==> config.mk <==
export PLATFORM = sky130hd
export DESIGN_NAME = detector_jogada_flat
export DESIGN_NICKNAME = d
export VERILOG_FILES = /design/src/rtl/detector_jogada_pkg.sv /design/src/rtl/detector_jogada_if.sv /design/src/rtl/detector_jogada_sincronizador_2ff.sv /design/src/rtl/detector_jogada.sv /design/src/flat_wrapper.sv
export SDC_FILE = /design/constraint.sdc
export NUM_CORES = 1
export LEC_CHECK = 0
export ABC_AREA = 1
export CORE_MARGIN = 2
export CORE_UTILIZATION = 53
export DETAILED_ROUTE_END_ITERATION = 6
export PLACE_DENSITY = 0.77
export SLEW_MARGIN = 20
export SYNTH_ARGS = -nofsm -noshare
export SYNTH_HDL_FRONTEND = slang
export SYNTH_SLANG_ARGS = --single-unit
==> constraint.sdc <==
create_clock -name clock -period 2.4 [get_ports clock]
set_clock_uncertainty 0.15 [all_clocks]
set_input_delay 0.24 -clock clock [delete_from_list [all_inputs] [get_ports clock]]
set_output_delay 0.24 -clock clock [all_outputs]
set_load 0.02 [all_outputs]
==> src/rtl/detector_jogada_pkg.sv <==
// Shared types and widths for the detector_jogada button-conditioning block.
package detector_jogada_pkg;

    localparam int unsigned CNT_W = 4;
    localparam int unsigned ST_W  = 3;
    localparam int unsigned BTN_W = 4;

    typedef enum logic [ST_W-1:0] {
        OCIOSO       = 3'd0,
        FILTRA_PRESS = 3'd1,
        EMITE        = 3'd2,
        ESPERA_SOLTA = 3'd3,
        FILTRA_SOLTA = 3'd4
    } estado_t;

    // True when exactly one button is set in the pattern.
    function automatic logic is_one_hot(input logic [BTN_W-1:0] v);
        return (v != '0) && ((v & (v - BTN_W'(1))) == '0);
    endfunction

endpackage

==> src/rtl/detector_jogada_if.sv <==
// Play-detection bus between the button conditioner and the game datapath.
interface detector_jogada_if;
    import detector_jogada_pkg::*;

    logic               enable;
    logic [BTN_W-1:0]   botoes;
    logic [BTN_W-1:0]   jogada;
    logic               jogada_valida;
    logic               jogada_invalida;
    logic [ST_W-1:0]    db_estado;

    modport master (
        output enable, botoes,
        input  jogada, jogada_valida, jogada_invalida, db_estado
    );

    modport slave (
        input  enable, botoes,
        output jogada, jogada_valida, jogada_invalida, db_estado
    );
endinterface

==> src/rtl/detector_jogada_sincronizador_2ff.sv <==
// Two-flop synchroniser for asynchronous inputs; reused for other raw buttons.
module sincronizador_2ff #(
    parameter int unsigned W = 4
) (
    input  logic         clock,
    input  logic         reset,
    input  logic [W-1:0] d,
    output logic [W-1:0] q
);

    logic [W-1:0] meta;

    // Metastability filter: d -> meta -> q.
    always_ff @(posedge clock or negedge reset) begin
        if (!reset) begin
            meta <= '0;
            q    <= '0;
        end else begin
            meta <= d;
            q    <= meta;
        end
    end

endmodule

==> src/rtl/detector_jogada.sv <==
// Synchronises, debounces and converts button presses into single-cycle plays.
// Optional build macro DETECTOR_JOGADA_MULTI_REJECT_EN: multi-button patterns
// raise jogada_invalida instead of jogada_valida.
module detector_jogada
    import detector_jogada_pkg::*;
#(
    parameter int unsigned DEB_CYCLES = 2
) (
    input  logic              clock,
    input  logic              reset,
    detector_jogada_if.slave  bus
);

    localparam logic [CNT_W-1:0] DEB_C  = CNT_W'(DEB_CYCLES);
    localparam bit               DEB_UM = (DEB_CYCLES <= 1);

    logic [BTN_W-1:0] bs;
    estado_t          state_q, state_d;
    logic [CNT_W-1:0] cnt_q, cnt_d, cnt_inc;
    logic [BTN_W-1:0] amostra_q, amostra_d;
    logic [BTN_W-1:0] jogada_q, jogada_d;
    logic             valida_q, valida_d;
    logic             invalida_q, invalida_d;

    sincronizador_2ff #(.W(BTN_W)) u_sinc (
        .clock (clock),
        .reset (reset),
        .d     (bus.botoes),
        .q     (bs)
    );

    // Saturating increment so a long hold never wraps the counter.
    assign cnt_inc = (cnt_q == '1) ? cnt_q : cnt_q + CNT_W'(1);

    // State, counter and registered outputs.
    always_ff @(posedge clock or negedge reset) begin
        if (!reset) begin
            state_q    <= OCIOSO;
            cnt_q      <= '0;
            amostra_q  <= '0;
            jogada_q   <= '0;
            valida_q   <= 1'b0;
            invalida_q <= 1'b0;
        end else begin
            state_q    <= state_d;
            cnt_q      <= cnt_d;
            amostra_q  <= amostra_d;
            jogada_q   <= jogada_d;
            valida_q   <= valida_d;
            invalida_q <= invalida_d;
        end
    end

    // Next-state logic; outputs are decoded from entry into EMITE so the
    // pulse and the code appear together for exactly one cycle.
    always_comb begin
        state_d    = state_q;
        cnt_d      = cnt_q;
        amostra_d  = amostra_q;
        jogada_d   = jogada_q;
        valida_d   = 1'b0;
        invalida_d = 1'b0;

        case (state_q)
            OCIOSO: begin
                if (bs != '0) begin
                    if (bus.enable) begin
                        amostra_d = bs;
                        cnt_d     = CNT_W'(1);
                        state_d   = DEB_UM ? EMITE : FILTRA_PRESS;
                    end else begin
                        state_d = ESPERA_SOLTA;
                    end
                end
            end
            FILTRA_PRESS: begin
                if (!bus.enable) begin
                    state_d = ESPERA_SOLTA;
                end else if (bs == '0) begin
                    state_d = OCIOSO;
                end else if (bs == amostra_q) begin
                    cnt_d = cnt_inc;
                    if (cnt_inc >= DEB_C) begin
                        state_d = EMITE;
                    end
                end else begin
                    amostra_d = bs;
                    cnt_d     = CNT_W'(1);
                end
            end
            EMITE: begin
                state_d = ESPERA_SOLTA;
            end
            ESPERA_SOLTA: begin
                if (bs == '0) begin
                    cnt_d   = CNT_W'(1);
                    state_d = DEB_UM ? OCIOSO : FILTRA_SOLTA;
                end
            end
            FILTRA_SOLTA: begin
                if (bs != '0) begin
                    state_d = ESPERA_SOLTA;
                end else begin
                    cnt_d = cnt_inc;
                    if (cnt_inc >= DEB_C) begin
                        state_d = OCIOSO;
                    end
                end
            end
            default: begin
                state_d = OCIOSO;
            end
        endcase

        if (state_d == EMITE) begin
            jogada_d = amostra_d;
`ifdef DETECTOR_JOGADA_MULTI_REJECT_EN
            valida_d   = is_one_hot(amostra_d);
            invalida_d = !is_one_hot(amostra_d);
`else
            valida_d   = 1'b1;
`endif
        end
    end

    assign bus.jogada          = jogada_q;
    assign bus.jogada_valida   = valida_q;
    assign bus.jogada_invalida = invalida_q;
    assign bus.db_estado       = state_q;

endmodule
==> src/flat_wrapper.sv <==
// flat-port wrapper written by rule: the top's interface ports become plain ports
module detector_jogada_flat import detector_jogada_pkg::*;
#(
    parameter int unsigned DEB_CYCLES = 2
)
  (clock, reset, bus_enable, bus_botoes, bus_jogada, bus_jogada_valida, bus_jogada_invalida, bus_db_estado);
  detector_jogada_if bus_i ();
  input  logic clock;
  input  logic reset;
  input wire logic [$bits(bus_i.enable)-1:0] bus_enable;
  input wire logic [$bits(bus_i.botoes)-1:0] bus_botoes;
  output wire logic [$bits(bus_i.jogada)-1:0] bus_jogada;
  output wire logic [$bits(bus_i.jogada_valida)-1:0] bus_jogada_valida;
  output wire logic [$bits(bus_i.jogada_invalida)-1:0] bus_jogada_invalida;
  output wire logic [$bits(bus_i.db_estado)-1:0] bus_db_estado;
  assign bus_i.enable = bus_enable;
  assign bus_i.botoes = bus_botoes;
  assign bus_jogada = bus_i.jogada;
  assign bus_jogada_valida = bus_i.jogada_valida;
  assign bus_jogada_invalida = bus_i.jogada_invalida;
  assign bus_db_estado = bus_i.db_estado;
  detector_jogada #(.DEB_CYCLES(DEB_CYCLES)) u_core (.clock(clock), .reset(reset), .bus(bus_i));
endmodule
; After elaboration in Yosys (flattened, before gate mapping)
; Index checks and enable logic that the tools add are counted.
; W data, S select, Z words.
[totals]
elab_cells = 53
out_inout_bits = 9
register_bits = 24
[op_classes]
n_lt_le_gt_ge = 1
muxes = 26
reduce_logical = 5
addsub = 1
eq_ne = 13
[ops]
columns = operator, n
row1 = $mux W4, 13
row2 = $mux W3, 8
row3 = $pmux W4 S4, 1
row4 = $pmux W3 S5, 1
row5 = $eq A3 B2 Y1 const B, 3
row6 = $ne A2 B2 Y1 const B, 4
row7 = $pmux W4 S2, 1
row8 = $reduce_bool A4 Y1, 2
row9 = $reduce_and A7 Y1, 1
row10 = $add A4 B1 Y4 const B, 1
row11 = $eq A4 B4 Y1, 1
row12 = $eq A4 B4 Y1 const B, 1
row13 = $ge A4 B2 Y1 const B, 1
row14 = $logic_not A4 Y1, 1
row15 = $ne A2 B1 Y1 const B, 2
row16 = $eq A3 B1 Y1 const B, 1
row17 = $eq A3 B3 Y1 const B, 1
row18 = $logic_not A3 Y1, 1
row19 = $mux W2, 1
row20 = $mux W1, 1

; Longest topological paths before layout
[depth]
word_depth = 10
ltp_mapped = 16
depth_no_buf = 16

; Cells and area by module
; From an unflattened synthesis, not the netlist that was laid out.
[hier_totals]
hier_cells = 139
area_unflattened_um2 = 1257.5
[by_module_without_submodules]
columns = module, area_per_inst_um2, cells_each, instances
row1 = detector_jogada, 1057.3, 131, 1
row2 = sincronizador_2ff, 200.2, 8, 1

; Least setup slack after synthesis
; No wires, ideal clock.
[synth_timing]
kind = reg-to-reg
start = reg u_core.cnt_q[0]
end = reg u_core.valida_q, in the netlist u_core.bus.jogada_valida
setup_slack_ns = 0.636
period_less_slack_ns = 1.764
n_path_buf = 0
required_time_ns = 2.130
path_stages_with_launch = 13
t_arrival_ns = 1.495
cell_sequence = dfrtp_1 -> ha_1 -> inv_1 -> nand2_1 -> nand2_1 -> nand2_1 -> nor2_2 -> nand2_1 -> nand2_1 -> nand2_1 -> a21boi_2 -> nor2_4 -> and3_1
[synth_between]
elab_chain_cells = 10
elab_cells_between_ends = 13
cone_classes = add/sub (1) / order compare (1) / eq/ne (2) / mux (9)
[synth_rtl]
columns = item, line_no
row1 = from (decl), detector_jogada.sv:19  ; logic [CNT_W-1:0] cnt_q, cnt_d, cnt_inc;
row2 = from (signal assigned), detector_jogada.sv:46  ; cnt_q <= cnt_d;
row3 = $add A4 B1 Y4 / $eq A4 B4 Y1 (equally long branches), detector_jogada.sv:33  ; assign cnt_inc = (cnt_q == '1) ? cnt_q : cnt_q + CNT_W'(1);
row4 = $mux W4 *, detector_jogada.sv:33
row5 = $ge A4 B2 Y1 *, "detector_jogada.sv:83, detector_jogada.sv:105"
row6 = $mux W3, detector_jogada.sv:83  ; if (cnt_inc >= DEB_C) begin
row7 = $mux W3, detector_jogada.sv:81  ; end else if (bs == amostra_q) begin
row8 = $mux W3, detector_jogada.sv:79  ; end else if (bs == '0) begin
row9 = $mux W3, detector_jogada.sv:77  ; if (!bus.enable) begin
row10 = $pmux W3 S5 *, detector_jogada.sv:64  ; case (state_q)
row11 = $eq A3 B2 Y1 *, detector_jogada.sv:115  ; if (state_d == EMITE) begin
row12 = $mux W1 *, detector_jogada.sv:115
row13 = via u_core.valida_d, detector_jogada.sv:22  ; logic valida_q, valida_d;
row14 = to (signal assigned), detector_jogada.sv:49  ; valida_q <= valida_d;
row15 = to (decl), detector_jogada.sv:22
; Mark *: on every way through the listed nets, which the timed path passes. The rest lies on a longest branch.
; A chain may end at the register's enable or synchronous reset.

; Worst setup path after layout
[layout_timing]
start = reg u_core.cnt_q[0]
end = reg u_core.jogada_q[3], in the netlist u_core.bus.jogada[3]
[layout_between]
elab_chain_cells = 9
elab_cells_between_ends = 12
cone_classes = add/sub (1) / order compare (1) / eq/ne (2) / mux (8)
[layout_rtl]
columns = item, line_no
row1 = $add A4 B1 Y4 / $eq A4 B4 Y1 (equally long branches), detector_jogada.sv:33
row2 = $mux W4 *, detector_jogada.sv:33
row3 = $ge A4 B2 Y1 *, "detector_jogada.sv:83, detector_jogada.sv:105"
row4 = $mux W3, detector_jogada.sv:83
row5 = $mux W3, detector_jogada.sv:81
row6 = $mux W3, detector_jogada.sv:79
row7 = $mux W3, detector_jogada.sv:77
row8 = $pmux W3 S5 *, detector_jogada.sv:64
row9 = $eq A3 B2 Y1 *, detector_jogada.sv:115
row10 = to (signal assigned), detector_jogada.sv:48  ; jogada_q <= jogada_d;
row11 = to (decl), detector_jogada.sv:21  ; logic [BTN_W-1:0] jogada_q, jogada_d;
; Mark *: on every way between the ends. The rest lies on a longest branch, timed or not.

==> reports/qor.yml <==
grt:
  use_met3: 0.02632
  grt.total_usage: 0.1871
  grt_util_met2: 0.3205
  grt_max_degree: 25
  antenna_found_initial: 0
  grt_pass1_wl_um: 3691
  grtUsageMet1: 0.2417
  top_usage_layer: "met2"
  grt_overflow: 0
  grt_pass1_vias: 855
synth:
  yosysSeqAreaShare: 0.5037
  yosys_warnings: 0
  synth_nets: 146
  synth_largest_area_cell: "dfrtp_1"
  yosys_register_bits: 24
  syn_avg_cell_area_um2: 8.641
  ys_types: 28
  synth_area_um2: 1192
  synth_top_area_share: 0.5037
  synthTopCellsByArea: "dfrtp_1, nand2_1, nand3_1"
  syn_inst: 138
cts:
  cts_buffers: 3
  worstSkewPairLatency_ps: 310
  root_buffer: "clkbuf_4"
  cts_tree: "built"
  cts_sinks: 24
  post_cts_buffers: 0
  path_clk_slew_ps: 120
  clockBufferDepth: 2
  post_cts_resized: 0
  htreeDepth: 1
  ctsHoldBuffers: 0
timing:
  tns_ps: 0
  fmax_ghz: 0.5243
  fin_crit_sh: 0.7947
  fin_crit_ps: 1907
  fin_hold_ws_ps: 108.5
  slew_viol_final: 0
  setup_viol: 0
  rsz0062_at_grt: "false"
  hold_viol: 0
placement:
  port_buffers: 14
  gp_congestion: 0.7782
  dp_hpwl_um: 1626
power:
  p_leak_nw: 0.6945
  p_per_area_nw_per_um2: 1035
  ir_drop_uv: 865.3
floorplan:
  dieHeight_um: 51.43
  dieArea_um2: 2645
  die_w_um: 51.43
  core_um2: 2170
  placementRows: 17
  start_util: 0.5496
  ios: 16
worst_setup_path:
  cp_max_fo: 7
  critPathKind: "reg2reg"
  crit_required_ps: 2460
  critPathLaunchType: "flop"
  critical_path_arrival_ps: 1970
  cp-end-kind: "flop"
hold_path:
  hp-class: "in2async"
routing:
  via_count: 932
  drcViolationCount: 0
  wire_per_inst_um: 11.76
  ant_nets: 0
  postRouteWirelength_um: 2152
  first_iter_violations: 19
  drt_pass1_iterations: 4
  drt-vias-per-instance: 5.093
layout:
  area_growth_pct: 16.58
  finalNetCount: 165
  diodes: 0
  fillers: 178
  fin_util: 0.6407
  drive_gt1_frac: 0.1548
status:
  outcome: "finished clean"
run:
  maxCapViolCount: 0
## cell families after synthesis
family                   synth area share
adder cells (fa/ha/maj)           0.01049
AO/OA/AOI/OAI                     0.07030
other                            0.003145
XOR/XNOR                          0.03672
flip-flops                         0.5037
buffers and inverters             0.07555
AND/OR/NAND/NOR                    0.3001
## flip-flops by register name, indices dropped and copies added (netlist names)
name / count
u_core.bus.db_estado: 3
u_core.cnt_q: 4
u_core.bus.jogada_valida: 1
u_core.u_sinc.meta: 4
u_core.u_sinc.q: 4
u_core.bus.jogada: 4
u_core.amostra_q: 4
## final cells by class
| class | instances | area (um^2) | share of cell area |
|---|---|---|---|
| flip-flops and latches | 24 | 600.6 | 0.4320 |
| multi-input cells | 91 | 501.7 | 0.3609 |
| repair buffers | 15 | 147.6 | 0.1062 |
| inverters | 22 | 82.58 | 0.05941 |
| well taps | 28 | 35.03 | 0.02520 |
| clock buffers | 3 | 22.52 | 0.01620 |
## worst max-delay path, stage by stage (launching register included)
cell      delay, ps
dfrtp_1         430
ha_1            260
inv_1            70
nand2_1          50
nand2_1          50
nand2_1          70
nor2_2          130
nand2_1          60
nand2_1          70
nand2_1          60
a21boi_2        170
nor2_4           80
nand3_1         100
nand2_1          70
## cells in the mapped netlist
library cell,count
xor2_1,1
o21ai_0,5
a21boi_2,1
inv_2,10
a22oi_1,1
nand2_2,1
ha_1,1
a31o_1,1
nand2_4,2
nand2_1,39
nor3_1,1
nor2_1,9
nor2_2,1
inv_1,12
nand4_1,2
nor2_8,1
o21ai_1,4
and3_1,1
a21oi_1,1
buf_4,1
nand4_4,1
nand3_1,9
dfrtp_1,24
conb_1,1
nand3_2,1
xnor2_1,4
nor2_4,2
o22ai_1,1
## path summary, 6_finish.rpt
| check | depth (start not counted) | endpoint | slack [ps] | startpoint |
|---|---|---|---|---|
| worst max-delay path | 13 | u_core.bus.jogada[3]$_DFFE_PN0N_ | 490 | u_core.cnt_q[0]$_DFFE_PN0P_ |
| worst min-delay path | 2 | u_core.bus.db_estado[1]$_DFF_PN0_ | 110 | reset |
| worst max register to register | 13 | u_core.bus.jogada[3]$_DFFE_PN0N_ | 490 | u_core.cnt_q[0]$_DFFE_PN0P_ |
| worst min register to register | 0 | u_core.u_sinc.q[0]$_DFF_PN0_ | 200 | u_core.u_sinc.meta[0]$_DFF_PN0_ |
| max in group asynchronous | 2 | u_core.cnt_q[0]$_DFFE_PN0P_ | 1750 | reset |
| min in group clock | 1 | u_core.u_sinc.meta[2]$_DFF_PN0_ | 200 | bus_botoes[2] |
## report_power, final
group | leakage, nW | internal [mW] | switching, mW
Sequential | 0.294 | 0.498 | 0.0667
Clock | 0.0138 | 0.0587 | 0.111
Combinational | 0.386 | 0.278 | 0.426
## through the flow
step	cell area [um^2]	worst slack [ps]	std cells	total power [mW]
final	1390	492.7	183	1.439
after CTS	1390	496.0	183	1.447
after detailed placement	1368	504.6	180	1.275
after floorplan	1192	635.5	138	1.073
after global placement	1368	567.4	180	1.249
after global routing	1390	345.1	183	1.544
## layer usage
layer,up-vias,part of all wire
li1,474,-
met1,432,0.45
met2,22,0.51
met3,4,0.030
met4,0,0.0079
met5,-,0
## cell usage in the layout (no fill, tap or decap), types with 2 or more instances in the layout
master and count:
nand2_4 2, clkdlybuf4s50_1 14, nor2_1 9, clkbuf_4 3, nand3_1 9, nor2_4 2, nand2_1 39, o21ai_0 5
inv_2 10, dfrtp_1 24, inv_1 12, o21ai_1 4, nand4_1 2, xnor2_1 4
No activity file was read; power rests on OpenSTA's default activity.
